--- config.mk ---
export PLATFORM = sky130hd
export DESIGN_NAME = door_sequencer
export DESIGN_NICKNAME = d
export VERILOG_FILES = /design/src/rtl/door_sequencer.sv
export SDC_FILE = /design/constraint.sdc
export NUM_CORES = 1
export LEC_CHECK = 0
export CAP_MARGIN = 20
export CORE_ASPECT_RATIO = 0.8
export CORE_MARGIN = 5
export CORE_UTILIZATION = 48
export DETAILED_ROUTE_END_ITERATION = 7
export PLACE_DENSITY = 0.74
export SETUP_SLACK_MARGIN = 0.5
export SLEW_MARGIN = 0
export SYNTH_ARGS = -nofsm -noshare
export SYNTH_HDL_FRONTEND = slang
export SYNTH_SLANG_ARGS = --single-unit
--- constraint.sdc ---
create_clock -name clk -period 2.12 [get_ports clk]
set_clock_uncertainty 0.15 [all_clocks]
set_input_delay 0.424 -clock clk [delete_from_list [all_inputs] [get_ports clk]]
set_output_delay 0.424 -clock clk [all_outputs]
set_load 0.02 [all_outputs]
--- src/rtl/door_sequencer.sv ---
// Entrance-door motor sequencer: merges open requests, drives open/close motor from limit switches.
// Optional motion-timeout fault guarded by `MOTION_TIMEOUT_EN.
module door_sequencer #(
  parameter int HOLD_CYCLES = 100,
  parameter int CNT_W       = 16,
  parameter int MOTION_MAX  = 1000
) (
  input  logic       clk,
  input  logic       rst_n,
  input  logic       mat_out,
  input  logic       mat_in,
  input  logic       push_btn,
  input  logic       obstruct,
  input  logic       lim_open,
  input  logic       lim_closed,
  output logic       motor_open,
  output logic       motor_close,
  output logic       door_open,
  output logic [2:0] state,
  output logic [7:0] rev_cnt,
  output logic       fault
);

  typedef enum logic [2:0] {
    S_CLOSED  = 3'd0,
    S_OPENING = 3'd1,
    S_OPEN    = 3'd2,
    S_CLOSING = 3'd3,
    S_FAULT   = 3'd4
  } state_t;

  localparam logic [CNT_W-1:0] HOLD_LOAD = CNT_W'(HOLD_CYCLES - 1);

  state_t           r_state;
  state_t           w_state_nxt;
  logic [CNT_W-1:0] r_hold;
  logic [CNT_W-1:0] w_hold_nxt;
  logic             r_btn_d1;
  logic             w_req;
  logic             w_reverse;
  logic             w_timeout;

`ifdef MOTION_TIMEOUT_EN
  localparam bit TIMEOUT_EN = 1'b1;
  logic [CNT_W-1:0] r_motion;
  assign w_timeout = (r_motion == CNT_W'(MOTION_MAX - 1));
`else
  localparam bit TIMEOUT_EN = 1'b0;
  assign w_timeout = 1'b0;
`endif

  assign w_req     = mat_out | mat_in | (push_btn & ~r_btn_d1);
  assign w_reverse = obstruct | w_req;
  assign state     = r_state;

  always_comb begin
    w_state_nxt = r_state;
    w_hold_nxt  = r_hold;
    case (r_state)
      S_CLOSED: begin
        if (w_req)            w_state_nxt = S_OPENING;
        else if (!lim_closed) w_state_nxt = S_CLOSING;
      end
      S_OPENING: begin
        if (lim_open) begin
          w_state_nxt = S_OPEN;
          w_hold_nxt  = HOLD_LOAD;
        end else if (w_timeout) begin
          w_state_nxt = S_FAULT;
        end
      end
      S_OPEN: begin
        if (w_req || obstruct)  w_hold_nxt  = HOLD_LOAD;
        else if (r_hold == '0)  w_state_nxt = S_CLOSING;
        else                    w_hold_nxt  = r_hold - CNT_W'(1);
      end
      S_CLOSING: begin
        // reversal outranks lim_closed seen in the same cycle
        if (w_reverse)       w_state_nxt = S_OPENING;
        else if (lim_closed) w_state_nxt = S_CLOSED;
        else if (w_timeout)  w_state_nxt = S_FAULT;
      end
      S_FAULT:  w_state_nxt = TIMEOUT_EN ? S_FAULT : S_CLOSED;
      default:  w_state_nxt = S_CLOSED;
    endcase
  end

  always_ff @(posedge clk or negedge rst_n) begin
    if (!rst_n) begin
      r_state     <= S_CLOSED;
      r_hold      <= '0;
      r_btn_d1    <= 1'b0;
      motor_open  <= 1'b0;
      motor_close <= 1'b0;
      door_open   <= 1'b0;
      fault       <= 1'b0;
      rev_cnt     <= '0;
`ifdef MOTION_TIMEOUT_EN
      r_motion    <= '0;
`endif
    end else begin
      r_btn_d1    <= push_btn;
      r_state     <= w_state_nxt;
      r_hold      <= w_hold_nxt;
      motor_open  <= (w_state_nxt == S_OPENING);
      motor_close <= (w_state_nxt == S_CLOSING);
      door_open   <= (w_state_nxt == S_OPEN);
      fault       <= TIMEOUT_EN && (w_state_nxt == S_FAULT);
      if (r_state == S_CLOSING && w_reverse && rev_cnt != '1)
        rev_cnt <= rev_cnt + 8'd1;
`ifdef MOTION_TIMEOUT_EN
      // counter is zero on the first cycle of each motion state
      if (w_state_nxt != r_state)
        r_motion <= '0;
      else if (r_state == S_OPENING || r_state == S_CLOSING)
        r_motion <= r_motion + CNT_W'(1);
`endif
    end
  end

endmodule
### Yosys cells after proc, flatten, opt, wreduce, memory -nomap -nowiden

Cells that the tools add are included.

| cells by class | value |
|---|---|
| $add $sub $neg | 2 |
| $mul | 0 |
| divide/modulo/power cells | 0 |
| magnitude comparators | 0 |
| eq/ne operators | 9 |
| shift operators | 0 |
| mux-type cells | 12 |
| bitwise logic cells | 5 |
| reductions and logical operators | 7 |

Operators by type and width:

| kind | number |
|---|---|
| $mux W16 | 3 |
| $pmux W16 S2 | 1 |
| $mux W3 | 7 |
| $logic_not A16 Y1 | 1 |
| $sub A16 B1 Y16 const B | 1 |
| $eq A3 B2 Y1 const B | 4 |
| $pmux W3 S4 | 1 |
| $add A8 B1 Y8 const B | 1 |
| $ne A8 B8 Y1 const B | 1 |
| $eq A3 B1 Y1 const B | 2 |
| $logic_not A3 Y1 | 1 |
| $ne A3 B3 Y1 const B | 1 |
| $or A1 B1 Y1 | 3 |
| $reduce_and A3 Y1 | 1 |
| $logic_and A1 B1 Y1 | 2 |
| $ne A2 B2 Y1 const B | 1 |
| $reduce_bool A2 Y1 | 1 |
| $and A1 B1 Y1 | 1 |
| $logic_or A1 B1 Y1 | 1 |
| $not A1 Y1 | 1 |

| storage, ports and cells | value |
|---|---|
| flip-flop bits (word level) | 31 |
| latch bits | 0 |
| memory bits (writable) | 0 |
| memory bits (read-only) | 0 |
| input bits | 8 |
| output and inout bits | 15 |
| word-level logic and storage cells | 42 |
| memories | 0 |

### Logic depth before layout (Yosys ltp)

Gate-level depths: netlist (run 1).

| logic depth | value |
|---|---|
| word-level depth | 7 |
| mapped depth | 8 |
| depth with buffers taken out | 7 |

### Worst setup path after synthesis (run 1)

Ideal clock, no wire load.

| timing path | value |
|---|---|
| kind | register to register |
| from | register rev_cnt[4] |
| to | register rev_cnt[3] |
| library setup time | 0.130 ns |
| arrival | 1.731 ns |
| data required time | 1.840 ns |
| setup slack | 0.108 ns |
| cell stages (with the launch flop) | 7 |
| path buffers | 0 |
| clock period less this slack | 2.012 ns |
| cell sequence | dfrtp_1 -> and3_1 -> and3_1 -> a311oi_2 -> and3_1 -> nand2_1 -> xnor2_1 |

| between the ends | value |
|---|---|
| cells in the longest elaborated chain, start to end | 2 |

Ends and longest elaborated chain:

| item | RTL line | text |
|---|---|---|
| start, declared | 20 | `output logic [7:0] rev_cnt,` |
| start signal, assigned | 110 | `rev_cnt <= rev_cnt + 8'd1;` |
| $ne A8 B8 Y1 | 109 | `if (r_state == S_CLOSING && w_reverse && rev_cnt != '1)` |
| $logic_and A1 B1 Y1 | 109 |  |

No other way between the ends.
A chain may end at the register's enable or synchronous reset.

### Final worst setup path (run 1)

| timing path | value |
|---|---|
| from | register r_state[1], in the netlist state[1] |
| to | register r_hold[15] |

| between the ends | value |
|---|---|
| cells in the longest elaborated chain, start to end | 3 |
| elaborated cells between the ends (all ways) | 7 |
| those cells by class | eq/ne: 4; mux: 1; reduce/logical: 2 |

Ends and longest elaborated chain:

| item | RTL line | text |
|---|---|---|
| start, declared | 34 | `state_t r_state;` |
| start signal, assigned | 103 | `r_state <= w_state_nxt;` |
| $eq A3 B2 Y1 or $eq A3 B1 Y1 (tied branches) | 59 | `case (r_state)` |
| $ne A3 B3 Y1 (no line), or another cell as far along | -- |  |
| $reduce_and A3 Y1 (no line) | -- |  |
| end signal, assigned | 104 | `r_hold <= w_hold_nxt;` |
| end, declared | 36 | `logic [CNT_W-1:0] r_hold;` |

Parallel ways exist; a longest one is shown, timed or not.

==> out/results.tsv, run 1 <==
metric	value	unit
synth-xor-area-share	0.03755	
fp-row-count	19	
grt_util_all_layers	0.2365	
clk_latency	0.28	ns
synth_top_cells_by_area	sky130_fd_sc_hd__dfrtp_1 (48%), sky130_fd_sc_hd__o31ai_1 (7.8%), sky130_fd_sc_hd__nor2_1 (5.7%), sky130_fd_sc_hd__nand2_1 (3.9%), sky130_fd_sc_hd__xnor2_1 (3.2%)	
die_h	62.17	um
finalHoldViolCount	0	
critPathRequiredTime	2.12	ns
final.setup.worst_slack	0.1116	ns
end_kind	flip-flop	
cts-htree-levels	2	
postSynthCellCount	171	
grt_first_pass_wirelength	8397	um
synth.ff_latch_count	31	
yosysSeqAreaShare	0.4751	
floorplan.die_area	4675	um^2
final.period_utilization	0.9474	
synth_compound_area_frac	0.1946	
path_clk_slew	0.06	ns
min_period	2.008	ns
detail_route.first_pass.iterations	4	
antenna_cells_inserted	0	
finalNetCount	245	
cts_root_buffer	sky130_fd_sc_hd__clkbuf_8	
post_synth_fa_ha_maj_area_fraction	0.01533	
buffer_ports.inserted	21	
reg2reg_setup_slack	0.11	ns
critPathLaunchType	flip-flop	
flow.area_growth_from_synthesis	60.54	%
worst-setup-path-type	reg2reg	
clock_path_buffers	2	
post_syn_area	1633	um^2
setup_viol_count_final	0	
startpoint	state[1]	
placed_instances	243	
final_max_slew_viol_count	0	
pwr_density_cell	894.9	nW/um^2
clock_tree_from_tritoncts	yes	
floorplan.io_pins	23	
numCtsBuffers	5	
starting_density	0.4871	
global_route.overflow_total	0	
core-area	3352	um^2
yosys.cell_types.count	42	
timing.hold.worst.start	push_btn	
dpl_worst_slack	-0.3391	ns
final_area	2621	um^2
finalWirelength	5294	um
stdcell_count	278	
cellLeakagePower	1.168	nW
route.vias.total	1687	
yosysTopAreaCellShare	0.4751	
cp_cell_sequence	buf_1 -> a21oi_1 -> o22ai_2 -> o21ai_4 -> buf_6 -> o31ai_4 -> o41ai_2	
combinational_family_with_the_most_area_after_synthesis	simple AND/OR/NAND/NOR gates	
cts.sink_count	31	
multi_input_comb_area	1104	um^2
synth_mux_area_frac	0.006897	
ys.warnings.count	0	
hpwlAfterDp	2784	um
drive_gt1_frac	0.5212	
netlist.top_cell.by_area	sky130_fd_sc_hd__dfrtp_1	
max_stage_delay	0.39	ns
grt_max_degree	32	
worst_hold_path_type	in2reg	
floorplan.die.width	75.21	um
finalSetupTns	0	ns
nFillCells	206	
route.antenna.remaining_nets	0	
cpMaxStageDelayCell	sky130_fd_sc_hd__dfrtp_2	
yosys.area_share.simple	0.2199	
run_status	finished clean	
grt_setup_unrepaired	yes	
post_synth.cell_area_avg	9.549	um^2
drtIter0Drc	169	
power.ir.vdd_worst	0.6254	mV
critical_path_arrival	2.01	ns
vias_per_cell	6.068	
antenna_found_initial	0	
fin_total_pwr	2.346	mW
critical_r2r_launch	state[1]	
first_global_vias	1688	
gp_congestion	0.7788	
critPathMaxFanout	7	
reg_area	784.5	um^2
drt_drc_violations_left	0	
maxCapViolations	0	
postPlaceCellArea	2037	um^2
max_fclk	0.4979	GHz
wl_per_cell	19.04	um
## cell usage after synthesis, drive strengths merged
cell type,number
a21oi,5
a311oi,2
a31oi,1
and2,2
and3,3
and3b,2
buf,8
clkbuf,1
conb,1
dfrtp,31
ha,2
inv,6
mux2,1
nand2,18
nand2b,1
nand3,2
nand3b,1
nand4,2
nand4b,2
nor2,26
nor3,6
nor4,2
o21ai,12
o221ai,2
o22ai,1
o31ai,17
o41ai,3
or2,2
or3,1
or4b,1
xnor2,6
xor2,1
## placed cells by master (no fill, tap or decap), drive strengths merged, types with 3 or more instances in the layout
cell	instances
nand2	18
o31ai	17
dfrtp	31
nor2	26
xnor2	6
clkdlybuf4s15	6
dlygate4sd2	6
buf	46
clkbuf	13
a21oi	5
o41ai	3
inv	6
nor3	6
o21ai	12
and3	3
## logic make-up after synthesis
group,after synthesis
AND/OR/NAND/NOR,71
AO/OA/AOI/OAI,43
flip-flops,31
buffers and inverters,15
XOR/XNOR,7
adder cells (fa/ha/maj),2
other,1
multiplexers,1
## worst paths after layout
check,to,cells past startpoint
worst max-delay path,r_hold[15],7
worst min-delay path,r_btn_d1,1
worst max register to register,r_hold[15],7
worst min register to register,rev_cnt[4],1
max in group asynchronous,state[2],2
min in group asynchronous,r_hold[8],2
## metal layers
metal	GRT usage	vias up	part of all wire
met5	0	-	0
met4	0.09607	0	0.044
met3	0.05968	26	0.071
met2	0.3913	82	0.51
met1	0.2885	837	0.37
li1	-	742	-
## what timing repair did
item / CTS / global route
gates resized for setup: 81 / 37
setup endpoints to repair: 43 / 38
hold buffers: 0 / 0
gates cloned: 2 / 0
pin swaps: 22 / 12
setup buffers: 22 / 3
## critical path: cells and delay by family (launching register included)
kind	cells	cell delay, ns
DFF	1	0.39
AOI/OAI and AO/OA	5	0.90
buffers and inverters	2	0.43
## power by group
group	switching, mW	internal, mW
clock	0.217	0.296
combinational	0.576	0.459
sequential	0.113	0.685
total	0.906	1.44
## metrics by stage
step	hold WS (ns)	util
final	0.3046	0.7820
after global placement	0.3163	0.6077
after global routing	0.3070	0.7820
after detailed placement	0.3239	0.6077
after CTS	0.3047	0.7484
after floorplan	-0.02159	-
## sequential cells by signal, summed over array words and instances, names as in the netlist
| register | cells |
|---|---|
| r_hold | 16 |
| rev_cnt | 8 |
| state | 3 |
| door_open | 1 |
| motor_close | 1 |
| motor_open | 1 |
| r_btn_d1 | 1 |
## layout make-up
cell class              instances  share of cell area
clock buffers                   8             0.03819
inverters                       6            0.008592
multi-input cells             126              0.4210
flip-flops and latches         31              0.2993
well taps                      42             0.02005
repair buffers                 65              0.2129
Note: power is estimated with default switching activity, not from simulation.
==> inputs of run 2 (changes only) <==
--- a/config.mk
+++ b/config.mk
@@ -5,6 +5,7 @@
 export SDC_FILE = /design/constraint.sdc
 export NUM_CORES = 1
 export LEC_CHECK = 0
+export ABC_CLOCK_PERIOD_IN_PS = 2120
 export CAP_MARGIN = 20
 export CORE_ASPECT_RATIO = 0.8
 export CORE_MARGIN = 5
==> results of run 2 <==
Same layout as run 1: the final DEF is identical, and so are final timing and power.
